## src/rtl/vdp_vram_arbiter.sv

```systemverilog
// vdp_vram_arbiter: one access per ce_vdp slot on the VRAM port, shared by the renderer,
// a CPU write queue and a single CPU read, with a starvation guard for the CPU.
module vdp_vram_arbiter #(
   parameter int FIFO_DEPTH   = 4,
   parameter int STARVE_LIMIT = 8
) (
   input  logic        clk_sys,
   input  logic        reset_n,
   input  logic        ce_vdp,
   input  logic        ren_req,
   input  logic [13:0] ren_addr,
   output logic        ren_ack,
   output logic [7:0]  ren_data,
   output logic        ren_valid,
   input  logic        cpu_wr_req,
   input  logic [13:0] cpu_wr_addr,
   input  logic [7:0]  cpu_wr_data,
   output logic        cpu_wr_ready,
   input  logic        cpu_rd_req,
   input  logic [13:0] cpu_rd_addr,
   output logic        cpu_rd_busy,
   output logic [7:0]  cpu_rd_data,
   output logic        cpu_rd_valid,
   output logic [13:0] mem_addr,
   output logic        mem_we,
   output logic [7:0]  mem_wdata,
   input  logic [7:0]  mem_rdata,
   output logic [4:0]  fifo_level
);
   localparam int PW = $clog2(FIFO_DEPTH);
   localparam int SW = $clog2(STARVE_LIMIT + 1);
   localparam logic [SW-1:0] LIM = SW'(STARVE_LIMIT);
   typedef enum logic [1:0] {IDLE, REN, CPU_WR, CPU_RD} state_t;
   state_t state_q, state_d;
   logic [21:0] fifo_q [FIFO_DEPTH];
   logic [PW-1:0] wr_ptr_q, wr_ptr_d, rd_ptr_q, rd_ptr_d;
   logic [4:0] level_q, level_d;
   logic [SW-1:0] starve_q, starve_d;
   logic rd_pend_q, rd_pend_d;
   logic [13:0] rd_addr_q, rd_addr_d, mem_addr_q;
   logic [7:0] mem_wdata_q, ren_data_q, ren_data_d, cpu_rd_data_q, cpu_rd_data_d;
   logic ren_valid_q, ren_valid_d, cpu_rd_valid_q, cpu_rd_valid_d;
   logic slot, push, pop, has_wr, rd_elig, cpu_elig, force_cpu;
   logic [21:0] head;
   // Slots are masked during reset so the combinational issue outputs also read as idle.
   assign slot = ce_vdp & reset_n;
   assign cpu_wr_ready = level_q != 5'(FIFO_DEPTH);
   assign push = cpu_wr_req & cpu_wr_ready;
   assign has_wr = level_q != 5'd0;
   assign rd_elig = rd_pend_q & ~has_wr;
   assign cpu_elig = has_wr | rd_elig;
   assign force_cpu = (starve_q == LIM) & cpu_elig;
   assign head = fifo_q[rd_ptr_q];
   assign fifo_level = level_q;
   always_ff @(posedge clk_sys or negedge reset_n) begin
      if (!reset_n) begin
         state_q        <= IDLE;
         wr_ptr_q       <= '0;
         rd_ptr_q       <= '0;
         level_q        <= '0;
         starve_q       <= '0;
         rd_pend_q      <= 1'b0;
         rd_addr_q      <= '0;
         mem_addr_q     <= '0;
         mem_wdata_q    <= '0;
         ren_data_q     <= '0;
         ren_valid_q    <= 1'b0;
         cpu_rd_data_q  <= '0;
         cpu_rd_valid_q <= 1'b0;
      end else begin
         state_q        <= state_d;
         wr_ptr_q       <= wr_ptr_d;
         rd_ptr_q       <= rd_ptr_d;
         level_q        <= level_d;
         starve_q       <= starve_d;
         rd_pend_q      <= rd_pend_d;
         rd_addr_q      <= rd_addr_d;
         mem_addr_q     <= mem_addr;
         mem_wdata_q    <= mem_wdata;
         ren_data_q     <= ren_data_d;
         ren_valid_q    <= ren_valid_d;
         cpu_rd_data_q  <= cpu_rd_data_d;
         cpu_rd_valid_q <= cpu_rd_valid_d;
      end
   end
   always_ff @(posedge clk_sys) begin
      if (push) fifo_q[wr_ptr_q] <= {cpu_wr_addr, cpu_wr_data};
   end
   always_comb begin
      state_d = !slot ? IDLE :
                force_cpu ? (has_wr ? CPU_WR : CPU_RD) :
                ren_req ? REN :
                has_wr ? CPU_WR :
                rd_elig ? CPU_RD : IDLE;
      starve_d = !slot ? starve_q :
                 (!cpu_elig || state_d == CPU_WR || state_d == CPU_RD) ? '0 :
                 (state_d == REN && starve_q != LIM) ? starve_q + SW'(1) : starve_q;
   end
   always_comb begin
      pop = state_d == CPU_WR;
      level_d = level_q + 5'(push) - 5'(pop);
      wr_ptr_d = wr_ptr_q + PW'(push);
      rd_ptr_d = rd_ptr_q + PW'(pop);
      // A request landing in the issue cycle becomes a fresh pending read.
      rd_pend_d = cpu_rd_req | (rd_pend_q & (state_d != CPU_RD));
      rd_addr_d = cpu_rd_req ? cpu_rd_addr : rd_addr_q;
      ren_ack = state_d == REN;
      mem_we = pop;
      mem_addr = (state_d == REN) ? ren_addr :
                 (state_d == CPU_WR) ? head[21:8] :
                 (state_d == CPU_RD) ? rd_addr_q : mem_addr_q;
      mem_wdata = pop ? head[7:0] : mem_wdata_q;
      ren_valid_d = state_q == REN;
      ren_data_d = ren_valid_d ? mem_rdata : ren_data_q;
      cpu_rd_valid_d = state_q == CPU_RD;
      cpu_rd_data_d = cpu_rd_valid_d ? mem_rdata : cpu_rd_data_q;
      cpu_rd_busy = rd_pend_q | (state_q == CPU_RD);
      ren_data = ren_data_q;
      ren_valid = ren_valid_q;
      cpu_rd_data = cpu_rd_data_q;
      cpu_rd_valid = cpu_rd_valid_q;
   end
endmodule

```

## config.mk

```make
export PLATFORM = sky130hd
export DESIGN_NAME = vdp_vram_arbiter
export DESIGN_NICKNAME = d
export VERILOG_FILES = /design/src/rtl/vdp_vram_arbiter.sv
export SDC_FILE = /design/constraint.sdc
export NUM_CORES = 1
export LEC_CHECK = 0
export ABC_AREA = 1
export CORE_MARGIN = 5
export CORE_UTILIZATION = 45
export CTS_BUF_LIST = sky130_fd_sc_hd__clkbuf_2 sky130_fd_sc_hd__clkbuf_4 sky130_fd_sc_hd__clkbuf_8
export DETAILED_ROUTE_END_ITERATION = 7
export MAX_ROUTING_LAYER = met4
export PLACE_DENSITY = 0.69
export SLEW_MARGIN = 10
export SYNTH_ARGS = -nofsm -noshare
export SYNTH_HDL_FRONTEND = slang
export SYNTH_SLANG_ARGS = --single-unit
```

## constraint.sdc

```tcl
create_clock -name clk_sys -period 3.1 [get_ports clk_sys]
set_input_delay 0.62 -clock clk_sys [delete_from_list [all_inputs] [get_ports clk_sys]]
set_output_delay 0.62 -clock clk_sys [all_outputs]
set_load 0.02 [all_outputs]
```

After elaboration in Yosys (flattened, before gate mapping)
Memories as Yosys holds them, arrays and structs flattened.
Cells that the tools add are included.

storage, ports and cells
  memories = 1
  ROM bits = 0
  bits in latches = 0
  RAM bits = 88
  register bits after elaboration = 70
  word-level logic and storage cells = 58

memories
  name    depth  bits a word  rd ports  clocked after Yosys merged registers in  wr ports  line  RTL
  fifo_q  4      22           1         0                                        1         35    logic [21:0] fifo_q [FIFO_DEPTH];

operators by class
  $lt $le $gt $ge = 0
  bitwise gates (word level) = 9
  muxes and demuxes = 14
  divide/modulo/power cells = 0
  shifts and indexed selects = 0
  add/subtract/negate cells = 5
  equality and inequality tests = 9
  $mul = 0
  reduce and logical (&&, ||, !) cells = 7

operators with widths
  operator               count
  $mux W14               3
  $mux W2                5
  $mux W4                2
  $mux W8                1
  $eq A2 B2 Y1 const B   3
  $add A5 B1 Y5          1
  $and A1 B1 Y1          5
  $ne A5 B3 Y1 const B   1
  $reduce_bool A5 Y1     1
  $sub A5 B1 Y5          1
  $add A2 B1 Y2          2
  $add A4 B1 Y4 const B  1
  $eq A2 B1 Y1 const B   2
  $eq A4 B4 Y1 const B   1
  $ne A4 B4 Y1 const B   1
  $mux W1                3
  $or A1 B1 Y1           3
  $logic_or A1 B1 Y1     2
  $ne A2 B2 Y1 const B   1
  $reduce_and A2 Y1      1
  $reduce_bool A2 Y1     1
  $logic_and A1 B1 Y1    1
  $logic_not A1 Y1       1
  $not A1 Y1             1

Logic depth before layout (Yosys ltp)
  depth in word-level cells = 13
  mapped depth = 17

Worst setup path after synthesis
OpenSTA, ideal clock, no wires.

  path type = register to register
  start point = register level_q[3], in the netlist fifo_level[3]
  end point = memory fifo_q[0][0], enable pin
  data arrival time = 2679 ps
  stages on the path, launching flop included = 6
  setup slack = -7 ps
  path buffers = 0
  required time = 2671 ps
  cells stage by stage = dfrtp_1 inv_1 ha_1 nand3_1 nand2_1 nor3_1

between the ends
  longest elaborated chain between the ends = 4

RTL lines
  item                           line  RTL
  from (decl)                    37    logic [4:0] level_q, level_d;
  from (signal assigned)         74    level_q <= level_d;
  $ne A5 B3 Y1                   47    assign cpu_wr_ready = level_q != 5'(FIFO_DEPTH);
  via cpu_wr_ready               18    output logic cpu_wr_ready,
  $and A1 B1 Y1                  48    assign push = cpu_wr_req & cpu_wr_ready;
  $mux W1                        87    if (push) fifo_q[wr_ptr_q] <= {cpu_wr_addr, cpu_wr_data};
  $mux W1 (implied by the code)  87
  to (decl)                      35

The timed path passes the listed nets, and every way through them passes these cells.

Final worst setup path
  start point = input ce_vdp
  end point = output ren_ack

between the ends
  longest elaborated chain between the ends = 3

RTL lines
  item           line  RTL
  from (decl)    9     input logic ce_vdp,
  $and A1 B1 Y1  46    assign slot = ce_vdp & reset_n;
  $mux W2        90    state_d = !slot ? IDLE :
  $eq A2 B1 Y1   107   ren_ack = state_d == REN;
  to (decl)      12    output logic ren_ack,

Every way passes these cells.

==> metrics.txt <==
outcome finished, final reports clean; number of remaining DRC errors 0; Setup crit end ren_ack; VDD IR max 0.000515 V; Slew Viols, Final 0; clock tree buffer depth 2; clk_skew 0.0120 ns; worst reg2reg path depth 17; pwr/cell area 807 nW/um2; final period demand of the worst path 2.95 ns; core area about 14000 um2; fin util 58.8%; worst-skew pair later-pin latency 0.45 ns; TritonRoute pass-1 iters 5; Vias/cell 5.01; Crit Path Class input pin to primary output; reg2reg start starve_q[0]; die height 131 um; Post-Syn Area per Cell 11.1 um2; CTS root buf clkbuf_8; first-pass GRT wire length 24400 um; Critical Path AT 2.33 ns; Nets 820; maxcap violations 0; launch point of the worst path ce_vdp; RePlAce Congestion approximately 0.80; DRT iter0 DRCs 348; initial antenna violation count 0; # diodes 0; CTS hold repair buffers 0; Yosys cell types 36; sequential-to-total area share from yosys stat 66.2%; Total GRT Usage 18.2%; area grow syn2layout 28.4%; Final Hold Fails 0; flops & latches, synth 158; num rows 44; Worst setup EP type primary output; Post-Syn Nets 675; worst-path maximum fanout 20; filler instances 1191; die area roughly 17000 um2; Die X 131 um; number of global-route vias before repair 4786; async set or reset register ratio after synthesis 44.3%; FMAX about 0.34 GHz; register clock-pin slew on the reported worst setup and hold paths roughly 0.080 ns; final HPWL from detailed placement approximately 10000 um; Sink Count 158; # IOs 113; CTS buffer count 17; yosys warns 0; largest net degree at the start of global routing between 70 and 80; ratio of cells with drive above 1 in the final layout a little under 20%; FF-to-FF setup slack 0.24 ns; final setup fails 0; H-tree depth 4; CP Launch Type input pin; Routed Antenna Nets 0; reg-to-reg critical path endpoint fifo_level[4]; Post-synth EDFFs 88; via count 4711; Critical Path RT about 2.5 ns; CTS tree done; Rel. slew slack 39.7%; WL per Instance ~16 um; Leak between 3 and 4 nW; commonest cells after routing, fill and taps aside 108 x nand2_1, 89 x nor2_1, 88 x edfxtp_1; worst slew pin tran 0.904 ns; Cell Area, Synth 6630 um2; initial core utilization between 40% and 50%; fin crit share 95.3%; setup TNS 0 ns; Post-Syn Instances 600; total gr overflow 0; ys flop type edfxtp_1; Routed WL between 10000 and 15000 um; most common cell after layout, fill and taps aside nand2_1; Hold Crit Class input pin to async pin; Port Buffers 112
synth_stat cells (2+ instances only):
cell      count  area share [%]
a21oi_1       3            0.23
buf_2        12            0.91
buf_4         3            0.34
buf_6         2            0.34
clkbuf_1      7            0.40
dfrtp_1      70              26
edfxtp_1     88              40
ha_1         10             1.9
inv_1        39             2.2
inv_2         3            0.17
inv_4         2            0.19
mux2_2       14             2.4
nand2_1     109             6.2
nand2_2       3            0.28
nand2_4       2            0.34
nand3_1      30             2.3
nand3_2       2            0.30
nand4_1       2            0.19
nor2_1       95             5.4
nor2_2       11             1.0
nor3_1        4            0.30
o211ai_1      8            0.91
o21ai_0      45             3.4
o21ai_1      11            0.83
o22ai_1       8            0.75
xnor2_1       2            0.26
xor2_1        6            0.79
state kept, by name, indices dropped and copies added (netlist names), 2 cells and up:
register / count
mem_addr_q: 14
mem_wdata_q: 8
rd_addr_q: 14
fifo_level: 5
wr_ptr_q: 2
rd_ptr_q: 2
starve_q: 4
cpu_rd_data: 8
ren_data: 8
state_q: 2
fifo_q: 88
report_power, final:
group          leakage [nW]  internal [mW]  switching, mW
sequential             1.65           2.75          0.204
clock                 0.159          0.570          0.747
combinational          1.85           1.03           1.56
metrics by stage:
stage | total power, mW | std cells | worst slack [ns] | cell area [um2] | hold WS, ns
floorplan | 4.52 | 600 | -0.00745 | 6630 | 0.324
global placement | 5.57 | 903 | -0.250 | 8180 | 0.421
detailed placement | 5.65 | 903 | -0.258 | 8180 | 0.432
CTS | 6.92 | 936 | -0.000598 | 8530 | 0.427
global route | 7.34 | 941 | -0.00269 | 8520 | 0.475
finish | 6.87 | 941 | 0.147 | 8520 | 0.421
area by class of cell:
type	instances	area, um2	share of cell area (%)
sequential	158	4390	51.6
multi-input combinational	371	1960	23.0
timing repair buffer	153	1420	16.7
clock buffer	19	249	2.92
tap	184	230	2.70
inverter	44	170	2.00
clock inverter	12	90.1	1.06
how the worst min path moves through the flow:
stage | endpoint | from | slack, ns | cells after the start
2_1_floorplan | cpu_rd_data[0] | reset_n | 0.32 | 0
3_3_place_gp | ren_valid | state_q[1] | 0.42 | 1
3_5_place_dp | ren_valid | state_q[1] | 0.43 | 1
4_1_cts | fifo_level[0] | reset_n | 0.43 | 2
5_1_grt | mem_wdata_q[1] | reset_n | 0.48 | 2
6_report | ren_data[5] | reset_n | 0.42 | 2
repair_timing:
item | in CTS | in global routing
gates cloned | 1 | 0
setup endpoints to repair | 24 | 22
pin swaps | 1 | 7
gates resized for setup | 65 | 36
setup buffers | 1 | 6
worst max-delay path, stage by stage:
cell and delay [ns]:
clkdlybuf4s50_1 0.47, nand2_2 0.08, nor2_2 0.22, nand2_8 0.08, inv_4 0.08, nand2_2 0.07
buf_12 0.15, buf_4 0.17, inv_1 0.05, dlygate4sd2_1 0.32
layer usage:
layer | up-vias | track usage, % | routed length [um]
met1 | 2256 | 23.5 | 6680
met2 | 151 | 28.3 | 7300
met4 | 0 | 4.63 | 101
met5 | - | - | 0
li1 | 2293 | - | -
met3 | 11 | 5.39 | 863
logic make-up after synthesis:
kind of cell	count (synthesis)	share of synthesized area, %
XOR/XNOR	8	1.06
AND/OR/NAND/NOR	262	17.0
AO/OA/AOI/OAI	76	6.22
buffers and inverters	71	4.90
multiplexers	14	2.38
flip-flops	158	66.2
adder cells (fa/ha/maj)	11	2.19
Note: power is estimated with default switching activity, not from simulation.
